<file path="src/rtl/card_board_scanner_pkg.sv">
`default_nettype none
// ============================================================================
// Module      : card_pkg
// Description : Shared types and constants for the memory-game card renderer
//               front end (card states, board entry layout, screen limits).
// Revision    : 1.0 - initial release
// ============================================================================
package card_pkg;

  typedef enum logic [1:0] {
    HIDDEN  = 2'd0,
    SHOWN   = 2'd1,
    MATCHED = 2'd2
  } card_state_t;

  localparam int SYM_W    = 3;
  localparam int IDX_W    = 4;
  localparam int H_ACTIVE = 640;
  localparam int V_ACTIVE = 480;

  // One board register-file entry.
  typedef struct packed {
    logic [SYM_W-1:0] symbol;
    card_state_t      state;
  } board_entry_t;

  // Leading edge of the n-th card along one axis, in 10-bit screen space.
  function automatic logic [9:0] span_start(input int origin, input int pitch,
                                            input logic [IDX_W-1:0] n);
    return 10'(origin) + 10'(n) * 10'(pitch);
  endfunction

endpackage
`default_nettype wire

</file>
<file path="src/rtl/card_board_scanner_if.sv">
`default_nettype none
// ============================================================================
// Module      : card_board_scanner_if
// Description : Pixel, board-write and card-attribute signals exchanged
//               between the scanner and its producer/consumer logic.
// Revision    : 1.0 - initial release
// ============================================================================
interface card_board_scanner_if;
  import card_pkg::*;

  // Pixel stream and frame timing
  logic              pix_valid;
  logic [9:0]        x;
  logic [9:0]        y;
  logic              frame_start;
  // Board write port and cursor position from the game FSM
  logic              wr_en;
  logic [IDX_W-1:0]  wr_idx;
  logic [SYM_W-1:0]  wr_symbol;
  card_state_t       wr_state;
  logic [IDX_W-1:0]  cursor_idx;
  // Per-pixel card attributes towards the drawing logic
  logic              out_valid;
  logic              card_hit;
  logic [IDX_W-1:0]  card_idx;
  logic [9:0]        left;
  logic [9:0]        right;
  logic [9:0]        top;
  logic [9:0]        bot;
  logic [SYM_W-1:0]  symbol_sel;
  card_state_t       card_state;
  logic              cursor_hl;

  modport master (
    output pix_valid, x, y, frame_start,
    output wr_en, wr_idx, wr_symbol, wr_state, cursor_idx,
    input  out_valid, card_hit, card_idx, left, right, top, bot,
    input  symbol_sel, card_state, cursor_hl
  );

  modport slave (
    input  pix_valid, x, y, frame_start,
    input  wr_en, wr_idx, wr_symbol, wr_state, cursor_idx,
    output out_valid, card_hit, card_idx, left, right, top, bot,
    output symbol_sel, card_state, cursor_hl
  );

endinterface
`default_nettype wire

</file>
<file path="src/rtl/card_board_scanner_locator.sv">
`default_nettype none
// ============================================================================
// Module      : card_locator
// Description : Combinational pixel-to-card mapping. Reports whether a screen
//               coordinate falls inside a card rectangle and which row/column.
// Revision    : 1.0 - initial release
// ============================================================================
module card_locator
  import card_pkg::*;
#(
  parameter int COLS     = 4,
  parameter int ROWS     = 4,
  parameter int CARD_W   = 50,
  parameter int CARD_H   = 70,
  parameter int GAP      = 10,
  parameter int ORIGIN_X = 60,
  parameter int ORIGIN_Y = 40
) (
  input  logic [9:0]       x,
  input  logic [9:0]       y,
  output logic             hit,
  output logic [IDX_W-1:0] row,
  output logic [IDX_W-1:0] col
);

  localparam int PITCH_X = CARD_W + GAP;
  localparam int PITCH_Y = CARD_H + GAP;

  logic col_hit;
  logic row_hit;

  // Scan every column span; rectangles are inclusive on both edges.
  always_comb begin
    col_hit = 1'b0;
    col     = '0;
    for (int c = 0; c < COLS; c++) begin
      if (x >= 10'(ORIGIN_X + c * PITCH_X) &&
          x <= 10'(ORIGIN_X + c * PITCH_X + CARD_W - 1)) begin
        col_hit = 1'b1;
        col     = IDX_W'(c);
      end
    end
  end

  // Scan every row span.
  always_comb begin
    row_hit = 1'b0;
    row     = '0;
    for (int r = 0; r < ROWS; r++) begin
      if (y >= 10'(ORIGIN_Y + r * PITCH_Y) &&
          y <= 10'(ORIGIN_Y + r * PITCH_Y + CARD_H - 1)) begin
        row_hit = 1'b1;
        row     = IDX_W'(r);
      end
    end
  end

  assign hit = col_hit & row_hit;

endmodule
`default_nettype wire

</file>
<file path="src/rtl/card_board_scanner.sv">
`default_nettype none
// ============================================================================
// Module      : card_board_scanner
// Description : Two-stage pixel pipeline that finds the card under each pixel,
//               reads its symbol/state from the board register file and emits
//               card bounds plus a blinking cursor highlight.
// Revision    : 1.0 - initial release
// ============================================================================
module card_board_scanner
  import card_pkg::*;
#(
  parameter int COLS         = 4,
  parameter int ROWS         = 4,
  parameter int CARD_W       = 50,
  parameter int CARD_H       = 70,
  parameter int GAP          = 10,
  parameter int ORIGIN_X     = 60,
  parameter int ORIGIN_Y     = 40,
  parameter int BLINK_FRAMES = 16
) (
  input  logic                clk,
  input  logic                rst_n,
  card_board_scanner_if.slave bus
);

  localparam int N_CARDS = ROWS * COLS;
  localparam int N_SLOTS = 1 << IDX_W;
  localparam int BLINK_W = (BLINK_FRAMES > 1) ? $clog2(BLINK_FRAMES) : 1;
  localparam int GRID_R  = ORIGIN_X + (COLS - 1) * (CARD_W + GAP) + CARD_W;
  localparam int GRID_B  = ORIGIN_Y + (ROWS - 1) * (CARD_H + GAP) + CARD_H;

  // The grid must fit the index space and stay on the visible screen.
  if (N_CARDS > N_SLOTS || GRID_R > H_ACTIVE || GRID_B > V_ACTIVE ||
      BLINK_FRAMES < 1) begin : g_param_check
    $error("card_board_scanner: grid parameters out of range");
  end

  // --------------------------------------------------------------------------
  // Stage 1: coordinate to card position
  // --------------------------------------------------------------------------
  logic             loc_hit;
  logic [IDX_W-1:0] loc_row;
  logic [IDX_W-1:0] loc_col;

  card_locator #(
    .COLS     (COLS),
    .ROWS     (ROWS),
    .CARD_W   (CARD_W),
    .CARD_H   (CARD_H),
    .GAP      (GAP),
    .ORIGIN_X (ORIGIN_X),
    .ORIGIN_Y (ORIGIN_Y)
  ) u_locator (
    .x   (bus.x),
    .y   (bus.y),
    .hit (loc_hit),
    .row (loc_row),
    .col (loc_col)
  );

  logic             s1_valid_q, s1_valid_d;
  logic             s1_hit_q,   s1_hit_d;
  logic [IDX_W-1:0] s1_row_q,   s1_row_d;
  logic [IDX_W-1:0] s1_col_q,   s1_col_d;

  // Stage-1 next state: position is only kept for valid hits.
  always_comb begin
    s1_valid_d = bus.pix_valid;
    s1_hit_d   = bus.pix_valid & loc_hit;
    s1_row_d   = s1_hit_d ? loc_row : '0;
    s1_col_d   = s1_hit_d ? loc_col : '0;
  end

  // --------------------------------------------------------------------------
  // Board register file and blink timer
  // --------------------------------------------------------------------------
  board_entry_t board_q [N_SLOTS];
  board_entry_t board_d [N_SLOTS];

  // Single write port; indices beyond the populated grid are dropped.
  always_comb begin
    board_d = board_q;
    if (bus.wr_en && (32'(bus.wr_idx) < N_CARDS)) begin
      board_d[bus.wr_idx] = '{symbol: bus.wr_symbol, state: bus.wr_state};
    end
  end

  logic [BLINK_W-1:0] blink_cnt_q, blink_cnt_d;
  logic               phase_q,     phase_d;

  // Count frames; toggle the blink phase each time the count wraps.
  always_comb begin
    blink_cnt_d = blink_cnt_q;
    phase_d     = phase_q;
    if (bus.frame_start) begin
      if (blink_cnt_q == BLINK_W'(BLINK_FRAMES - 1)) begin
        blink_cnt_d = '0;
        phase_d     = ~phase_q;
      end else begin
        blink_cnt_d = blink_cnt_q + 1'b1;
      end
    end
  end

  // --------------------------------------------------------------------------
  // Stage 2: board lookup, geometry and highlight
  // --------------------------------------------------------------------------
  logic [IDX_W-1:0] s1_idx;
  assign s1_idx = IDX_W'(32'(s1_row_q) * COLS + 32'(s1_col_q));

  logic             out_valid_q,  out_valid_d;
  logic             card_hit_q,   card_hit_d;
  logic [IDX_W-1:0] card_idx_q,   card_idx_d;
  logic [9:0]       left_q,       left_d;
  logic [9:0]       right_q,      right_d;
  logic [9:0]       top_q,        top_d;
  logic [9:0]       bot_q,        bot_d;
  logic [SYM_W-1:0] symbol_sel_q, symbol_sel_d;
  card_state_t      card_state_q, card_state_d;
  logic             cursor_hl_q,  cursor_hl_d;

  // Misses and invalid pixels produce all-zero attributes. The board is read
  // from the current register contents, so a same-cycle write is not seen.
  always_comb begin
    out_valid_d  = s1_valid_q;
    card_hit_d   = 1'b0;
    card_idx_d   = '0;
    left_d       = '0;
    right_d      = '0;
    top_d        = '0;
    bot_d        = '0;
    symbol_sel_d = '0;
    card_state_d = HIDDEN;
    cursor_hl_d  = 1'b0;
    if (s1_valid_q && s1_hit_q) begin
      card_hit_d   = 1'b1;
      card_idx_d   = s1_idx;
      left_d       = span_start(ORIGIN_X, CARD_W + GAP, s1_col_q);
      right_d      = left_d + 10'(CARD_W - 1);
      top_d        = span_start(ORIGIN_Y, CARD_H + GAP, s1_row_q);
      bot_d        = top_d + 10'(CARD_H - 1);
      symbol_sel_d = board_q[s1_idx].symbol;
      card_state_d = board_q[s1_idx].state;
      cursor_hl_d  = (s1_idx == bus.cursor_idx) & phase_q;
    end
  end

  // All state flops; reset clears the pipeline, board and blink timer.
  always_ff @(posedge clk or negedge rst_n) begin
    if (!rst_n) begin
      s1_valid_q   <= 1'b0;
      s1_hit_q     <= 1'b0;
      s1_row_q     <= '0;
      s1_col_q     <= '0;
      for (int i = 0; i < N_SLOTS; i++) begin
        board_q[i] <= '{symbol: '0, state: HIDDEN};
      end
      blink_cnt_q  <= '0;
      phase_q      <= 1'b1;
      out_valid_q  <= 1'b0;
      card_hit_q   <= 1'b0;
      card_idx_q   <= '0;
      left_q       <= '0;
      right_q      <= '0;
      top_q        <= '0;
      bot_q        <= '0;
      symbol_sel_q <= '0;
      card_state_q <= HIDDEN;
      cursor_hl_q  <= 1'b0;
    end else begin
      s1_valid_q   <= s1_valid_d;
      s1_hit_q     <= s1_hit_d;
      s1_row_q     <= s1_row_d;
      s1_col_q     <= s1_col_d;
      board_q      <= board_d;
      blink_cnt_q  <= blink_cnt_d;
      phase_q      <= phase_d;
      out_valid_q  <= out_valid_d;
      card_hit_q   <= card_hit_d;
      card_idx_q   <= card_idx_d;
      left_q       <= left_d;
      right_q      <= right_d;
      top_q        <= top_d;
      bot_q        <= bot_d;
      symbol_sel_q <= symbol_sel_d;
      card_state_q <= card_state_d;
      cursor_hl_q  <= cursor_hl_d;
    end
  end

  assign bus.out_valid  = out_valid_q;
  assign bus.card_hit   = card_hit_q;
  assign bus.card_idx   = card_idx_q;
  assign bus.left       = left_q;
  assign bus.right      = right_q;
  assign bus.top        = top_q;
  assign bus.bot        = bot_q;
  assign bus.symbol_sel = symbol_sel_q;
  assign bus.card_state = card_state_q;
  assign bus.cursor_hl  = cursor_hl_q;

endmodule
`default_nettype wire
</file>
<file path="src/flat_wrapper.sv">
// flat-port wrapper written by rule: the top's interface ports become plain ports
module card_board_scanner_flat import card_pkg::*;
#(
  parameter int COLS         = 4,
  parameter int ROWS         = 4,
  parameter int CARD_W       = 50,
  parameter int CARD_H       = 70,
  parameter int GAP          = 10,
  parameter int ORIGIN_X     = 60,
  parameter int ORIGIN_Y     = 40,
  parameter int BLINK_FRAMES = 16
)
  (clk, rst_n, bus_pix_valid, bus_x, bus_y, bus_frame_start, bus_wr_en, bus_wr_idx, bus_wr_symbol, bus_wr_state, bus_cursor_idx, bus_out_valid, bus_card_hit, bus_card_idx, bus_left, bus_right, bus_top, bus_bot, bus_symbol_sel, bus_card_state, bus_cursor_hl);
  card_board_scanner_if bus_i ();
  input  logic clk;
  input  logic rst_n;
  input wire logic [$bits(bus_i.pix_valid)-1:0] bus_pix_valid;
  input wire logic [$bits(bus_i.x)-1:0] bus_x;
  input wire logic [$bits(bus_i.y)-1:0] bus_y;
  input wire logic [$bits(bus_i.frame_start)-1:0] bus_frame_start;
  input wire logic [$bits(bus_i.wr_en)-1:0] bus_wr_en;
  input wire logic [$bits(bus_i.wr_idx)-1:0] bus_wr_idx;
  input wire logic [$bits(bus_i.wr_symbol)-1:0] bus_wr_symbol;
  input wire logic [$bits(bus_i.wr_state)-1:0] bus_wr_state;
  input wire logic [$bits(bus_i.cursor_idx)-1:0] bus_cursor_idx;
  output wire logic [$bits(bus_i.out_valid)-1:0] bus_out_valid;
  output wire logic [$bits(bus_i.card_hit)-1:0] bus_card_hit;
  output wire logic [$bits(bus_i.card_idx)-1:0] bus_card_idx;
  output wire logic [$bits(bus_i.left)-1:0] bus_left;
  output wire logic [$bits(bus_i.right)-1:0] bus_right;
  output wire logic [$bits(bus_i.top)-1:0] bus_top;
  output wire logic [$bits(bus_i.bot)-1:0] bus_bot;
  output wire logic [$bits(bus_i.symbol_sel)-1:0] bus_symbol_sel;
  output wire logic [$bits(bus_i.card_state)-1:0] bus_card_state;
  output wire logic [$bits(bus_i.cursor_hl)-1:0] bus_cursor_hl;
  assign bus_i.pix_valid = bus_pix_valid;
  assign bus_i.x = bus_x;
  assign bus_i.y = bus_y;
  assign bus_i.frame_start = bus_frame_start;
  assign bus_i.wr_en = bus_wr_en;
  assign bus_i.wr_idx = bus_wr_idx;
  assign bus_i.wr_symbol = bus_wr_symbol;
  assign bus_i.wr_state = bus_wr_state;
  assign bus_i.cursor_idx = bus_cursor_idx;
  assign bus_out_valid = bus_i.out_valid;
  assign bus_card_hit = bus_i.card_hit;
  assign bus_card_idx = bus_i.card_idx;
  assign bus_left = bus_i.left;
  assign bus_right = bus_i.right;
  assign bus_top = bus_i.top;
  assign bus_bot = bus_i.bot;
  assign bus_symbol_sel = bus_i.symbol_sel;
  assign bus_card_state = bus_i.card_state;
  assign bus_cursor_hl = bus_i.cursor_hl;
  card_board_scanner #(.COLS(COLS), .ROWS(ROWS), .CARD_W(CARD_W), .CARD_H(CARD_H), .GAP(GAP), .ORIGIN_X(ORIGIN_X), .ORIGIN_Y(ORIGIN_Y), .BLINK_FRAMES(BLINK_FRAMES)) u_core (.clk(clk), .rst_n(rst_n), .bus(bus_i));
endmodule
</file>
<file path="config.mk">
export PLATFORM = sky130hd
export DESIGN_NAME = card_board_scanner_flat
export DESIGN_NICKNAME = d
export VERILOG_FILES = /design/src/rtl/card_board_scanner_pkg.sv /design/src/rtl/card_board_scanner_if.sv /design/src/rtl/card_board_scanner_locator.sv /design/src/rtl/card_board_scanner.sv /design/src/flat_wrapper.sv
export SDC_FILE = /design/constraint.sdc
export NUM_CORES = 1
export LEC_CHECK = 0
export CORE_MARGIN = 3
export CORE_UTILIZATION = 60
export DETAILED_ROUTE_END_ITERATION = 7
export HOLD_SLACK_MARGIN = 0.05
export PLACE_DENSITY = 0.88
export SKIP_LAST_GASP = 1
export SLEW_MARGIN = 10
export SYNTH_ARGS = -nofsm -noshare
export SYNTH_HDL_FRONTEND = slang
export SYNTH_HIERARCHICAL = 1
export SYNTH_SLANG_ARGS = --single-unit
</file>
<file path="constraint.sdc">
create_clock -name clk -period 5.2 [get_ports clk]
set_input_delay 1.04 -clock clk [delete_from_list [all_inputs] [get_ports clk]]
set_output_delay 1.04 -clock clk [all_outputs]
set_load 0.01 [all_outputs]
</file>
# Word level (Yosys, flattened, before mapping)
# Index checks and enable logic that the tools add are counted.
# totals
reg_bits	147
inputBits	38
out_inout_bits	52
word_cells	126
# op_classes
add_sub_neg	6
mul	2
order_cmp	19
eq_ne	2
n_mux	32
bitwise_logic	6
reduce_logical	11
# ops
op	count
bitwise mux 80 bit	1
2-to-1 mux 10 bit	4
2-to-1 mux 4 bit	8
>= comparator 10 x 8 -> 1 bit (second input constant)	3
less-or-equal comparator 10 x 8 -> 1 bit (second input constant)	3
less-or-equal comparator 10 x 9 -> 1 bit (second input constant)	3
adder 6 x 10 -> 10 bit (first input constant)	2
binary-select mux 5 bit (select 4 bit)	1
demux 5 bit (select 4 bit)	1
>= comparator 10 x 6 -> 1 bit (second input constant)	2
>= comparator 10 x 7 -> 1 bit (second input constant)	2
less-or-equal comparator 10 x 7 -> 1 bit (second input constant)	2
2-to-1 mux 5 bit	3
2-to-1 mux 1 bit	12
adder 10 x 6 -> 10 bit (second input constant)	1
adder 10 x 7 -> 10 bit (second input constant)	1
>= comparator 10 x 9 -> 1 bit (second input constant)	1
>= comparator 5 bit (second input constant)	2
logical AND 1 bit	10
inverter 4 -> 5 bit	2
multiplier 4 x 4 -> 8 bit (second input constant)	1
multiplier 4 x 3 -> 6 bit (second input constant)	1
less-than comparator 5 x 1 -> 1 bit (second input constant)	1
adder 4 x 1 -> 4 bit (second input constant)	1
8 further kinds	10

# Depth between registers and ports, before layout
# logic_depth
word_depth	9
depth_mapped	13
mapped_depth_nobuf	11

# Cells and area by module
# Netlist, hierarchy kept.
# by_module_without_submodules
mod	instances	cells_each	area_per_inst_um2	seq_area_each_um2
card_board_scanner	1	442	6202.2	3279.4
card_locator	1	57	362.8	0.0

# Least setup slack after synthesis
# Ideal clock, no wire load.
# synth_timing
kind	register to register
startpoint	register u_core.s1_col_q[1]
endpoint	register u_core.right_q[9], in the netlist u_core/bus.right[9]
setup_ns	0.088
t_arrival_ns	3.148
required_time_ns	5.112
path_slack_ns	1.963
path_stages_with_launch	13
n_path_buf	1
period_less_slack_ns	3.237
cell_sequence	dfrtp_1 clkbuf_1 inv_1 fa_1 inv_1 ha_1 ha_1 o21ai_1 nor2_1 o311a_1 a311o_1 nand3_1 nor3b_1
# synth_between
elab_chain_len	4
# synth_lines
item	line	rtl
start: declaration	card_board_scanner.sv:64	logic [IDX_W-1:0] s1_col_q, s1_col_d;
start signal: assignment	card_board_scanner.sv:174	s1_col_q <= s1_col_d;
multiplier 4 x 4 -> 8 bit	card_board_scanner_pkg.sv:30	return 10'(origin) + 10'(n) * 10'(pitch);
adder 6 x 10 -> 10 bit	card_board_scanner_pkg.sv:30	
adder 10 x 6 -> 10 bit	card_board_scanner.sv:139	right_d = left_d + 10'(CARD_W - 1);
2-to-1 mux 10 bit	card_board_scanner.sv:135	if (s1_valid_q && s1_hit_q) begin
via u_core.right_d[9]	card_board_scanner.sv:115	logic [9:0] right_q, right_d;
end signal: assignment	card_board_scanner.sv:182	right_q <= right_d;
end: declaration	card_board_scanner.sv:115	
# The timed path passes the listed nets, and every way through them passes these cells.
# A chain may end at the register's enable or synchronous reset.

# Worst setup path after layout
# Same ends and word-level chain as after synthesis.

==> results.md <==
* Post-synth EDFFs at 0
* PwrDens at 354 nW/µm²
* Crit path kind: reg -> reg
* R2R setup slack at 1.51 ns
* Max_cap viols at 0
* Worst VDD drop at 226 µV
* Fin nets at 640
* CP cell instances: fa_1 > fa_1 > inv_1 > fa_1 > or4b_1 > a311o_1 > nand3_1 > nor3b_1
* Die width at ~110 µm
* Final hold viol count at 0
* Vias in the first global route at 4637
* GP Congestion at 0.849
* DRC Markers at 0
* Hold path startpoint: u_core/out_valid_d
* Ys async rst share at 100%
* Boundary Pins at 90
* TritonCTS clock tree: yes
* Die area at 12200 µm²
* Actual slew at the worst max-slew pin at 1.10 ns
* Final min period at 3.69 ns
* Final Cycle Share at 71.0%
* Avg Inst Size Synth at 13.2 µm²
* Inst Count DP at 691
* Worst R2R Path Depth at 8
* Min-Delay Path Class: reg -> reg
* Area Growth Syn to Fin at 20.9%
* HPWL Detailed at 9540 µm
* Die Height at 111 µm
* Worst setup EP type: flop
* Post-synth top flop: dfrtp_1
* RSZ-0062 raised after global routing: no
* Layout cells sized above 1 at between 20% and 30%
* Iter 0 DRT Violations at roughly 250
* First-pass GRT wire length at 23300 µm
* Max stage delay on crit path at 0.71 ns
* Initial antenna violation count at 0
* R2r endpoint: u_core/bus.right[9]
* Clock buffer depth at 2
* Hold endpoint: u_core/bus.out_valid
* Fmax at about 270 MHz
* Vias per inst at 5.91
* Post-CTS Setup Bufs at 0
* LEAKAGE at 0.00355 µW
* Final non-filler cell total at a little over 700
* Area contributors post-synth: dfrtp_1 (50%), mux2_2 (13%), mux4_2 (8.6%)
* Status: finished clean
* Crit Path Max Fanout at 12
* Worst-path clk slew at 0.06 ns
* CP arrival at 4.12 ns
* Register area share after synthesis at 50.0%
* Worst Hold Depth at 0
* Root buf cell: clkbuf_8
* I/O Buffers at 80
* Slew Limit Headroom at 26.6%
* Setup TNS at 0 ns
* Global Route Usage Sum at 24.2%
* Most frequent cells in the layout: dfrtp_1 (130), clkdlybuf4s50_1 (79), mux2_2 (73)
* Ant. Diodes at 0
* CTS H-Tree Depth at 4
* Hold_buf cts at 0
* Yosys warning total at 6
* Clk Latency, worst-skew pair at ~0.53 ns
* Post_cts resized at 0
* Row cnt at 37
* Most common cell on crit path: fa_1
* Initial Utilization at 62.7%
* Final worst slack at 1.51 ns
* FF-to-FF Start: u_core/s1_col_q[1]
* Most common cell after layout, fill and taps aside: dfrtp_1
* 1st-pass router iterations at 4
* Core area at between 10000 and 15000 µm²
* Post-place setup slack at 1.57 ns
* Detailed Route WL at around 14000 µm
* Slew Viols, Final at 0
* Total gr overflow at 0
* CP max stage cell: dfrtp_1
* Yosys top cell by area: dfrtp_1
* Crit start category: flop
* CTS buffer count at 17
* Antenna Violating Nets Remaining at 0
* Drt wl/cell at 19.3 µm
* Synthesized flop and latch total at approximately 130
* Share of the synthesized area in the top cell type at between 40% and 50%
* Synth cell types at 57
* Clock Skews at just under 0.01 ns
* Pin count of the biggest net entering global routing at 85
* Clock Sinks at about 130
* Total number of vias at between 4k and 5k
* CP required at 5.63 ns
* Final number of setup-violating endpoints at 0
* Synth Cell Area at 6570 µm²
* Syn Inst Count at 499
-- sequential cells by signal (all words and copies together) (netlist names) --
register and cells:
u_core/bus.symbol_sel 3, u_core/board_q 80, u_core/bus.cursor_hl 1, u_core/phase_q 1, u_core/bus.card_idx 4, u_core/s1_hit_q 1, u_core/bus.card_state 2, u_core/s1_row_q 4
u_core/bus.right 6, u_core/bus.bot 7, u_core/s1_col_q 4, u_core/bus.left 8, u_core/blink_cnt_q 4, u_core/bus.top 4, u_core/out_valid_d 1, u_core/bus.out_valid 1
-- logic make-up (layout without fill, tap and decap cells) --
kind of cell	count (synthesis)	after routing	synth area share, %
simple gates	122	122	9.95
flops	131	131	50.0
buf+inv	51	130	4.29
compound gates	35	35	3.89
mux	106	106	22.5
fa+ha+maj	28	28	6.02
other cells	2	11	0.114
xor+xnor	24	24	3.32
-- per-stage QoR --
stage	area [µm²]	util, %	power [µW]	hold slack (ns)
3_5_place_dp	7360	70.4	1680	0.457
6_report	7940	75.9	2810	0.471
2_1_floorplan	6600	-	1530	0.408
3_3_place_gp	7360	70.4	1630	0.445
4_1_cts	7940	75.9	2820	0.468
5_1_grt	7940	75.9	2920	0.482
-- cell usage after synthesis, types with 9 or more instances --
cell	instances
nand2_1	14
xor2_1	10
nand2b_1	9
ha_1	22
and2_1	11
nor2_1	36
clkbuf_1	12
inv_1	15
xnor2_1	13
dfrtp_1	130
mux2_2	73
mux4_2	25
and3_1	12
nand3_1	9
buf_4	22
-- critical path: cells and delay by family, from the launching register on --
kind                       cells  cell delay [ns]
AOI/OAI and AO/OA              1             0.41
and+or+nand+nor                3             0.78
DFF                            1             0.71
buffers and inverters          1             0.06
adders and majority gates      3             1.63
-- how the worst max path moves through the flow --
stage	startpoint	slack (ns)	cells past startpoint	to
after detailed placement	u_core/s1_col_q[1]	1.57	8	u_core/bus.right[9]
after global routing	u_core/s1_col_q[1]	1.31	8	u_core/bus.right[9]
after global placement	u_core/s1_col_q[1]	1.64	8	u_core/bus.right[9]
final	u_core/s1_col_q[1]	1.51	8	u_core/bus.right[9]
after CTS	u_core/s1_col_q[1]	1.49	8	u_core/bus.right[9]
after floorplan	u_core/s1_col_q[1]	1.96	12	u_core/bus.right[9]
-- final cells by class --
type	count	area [µm²]
Clock inverter	13	134
Clock buffer	19	442
Sequential cell	131	3280
Fill cell	629	2520
Timing Repair Buffer	83	821
Tap cell	136	170
Multi-Input combinational cell	326	3040
Inverter	15	56.3
-- layer usage --
layer,up-vias,part of all wire (%),global-route usage [%]
met5,-,0,0
met4,0,2.8,11.5
met3,35,5.6,5.59
met2,156,52,41.7
met1,2167,40,28.6
li1,1912,-,-
-- power by group --
part	total (µW)	internal, µW	switching (µW)
clock network	1140	704	434
logic	383	228	155
registers	1290	1190	103
Note: power is estimated with default switching activity, not from simulation.
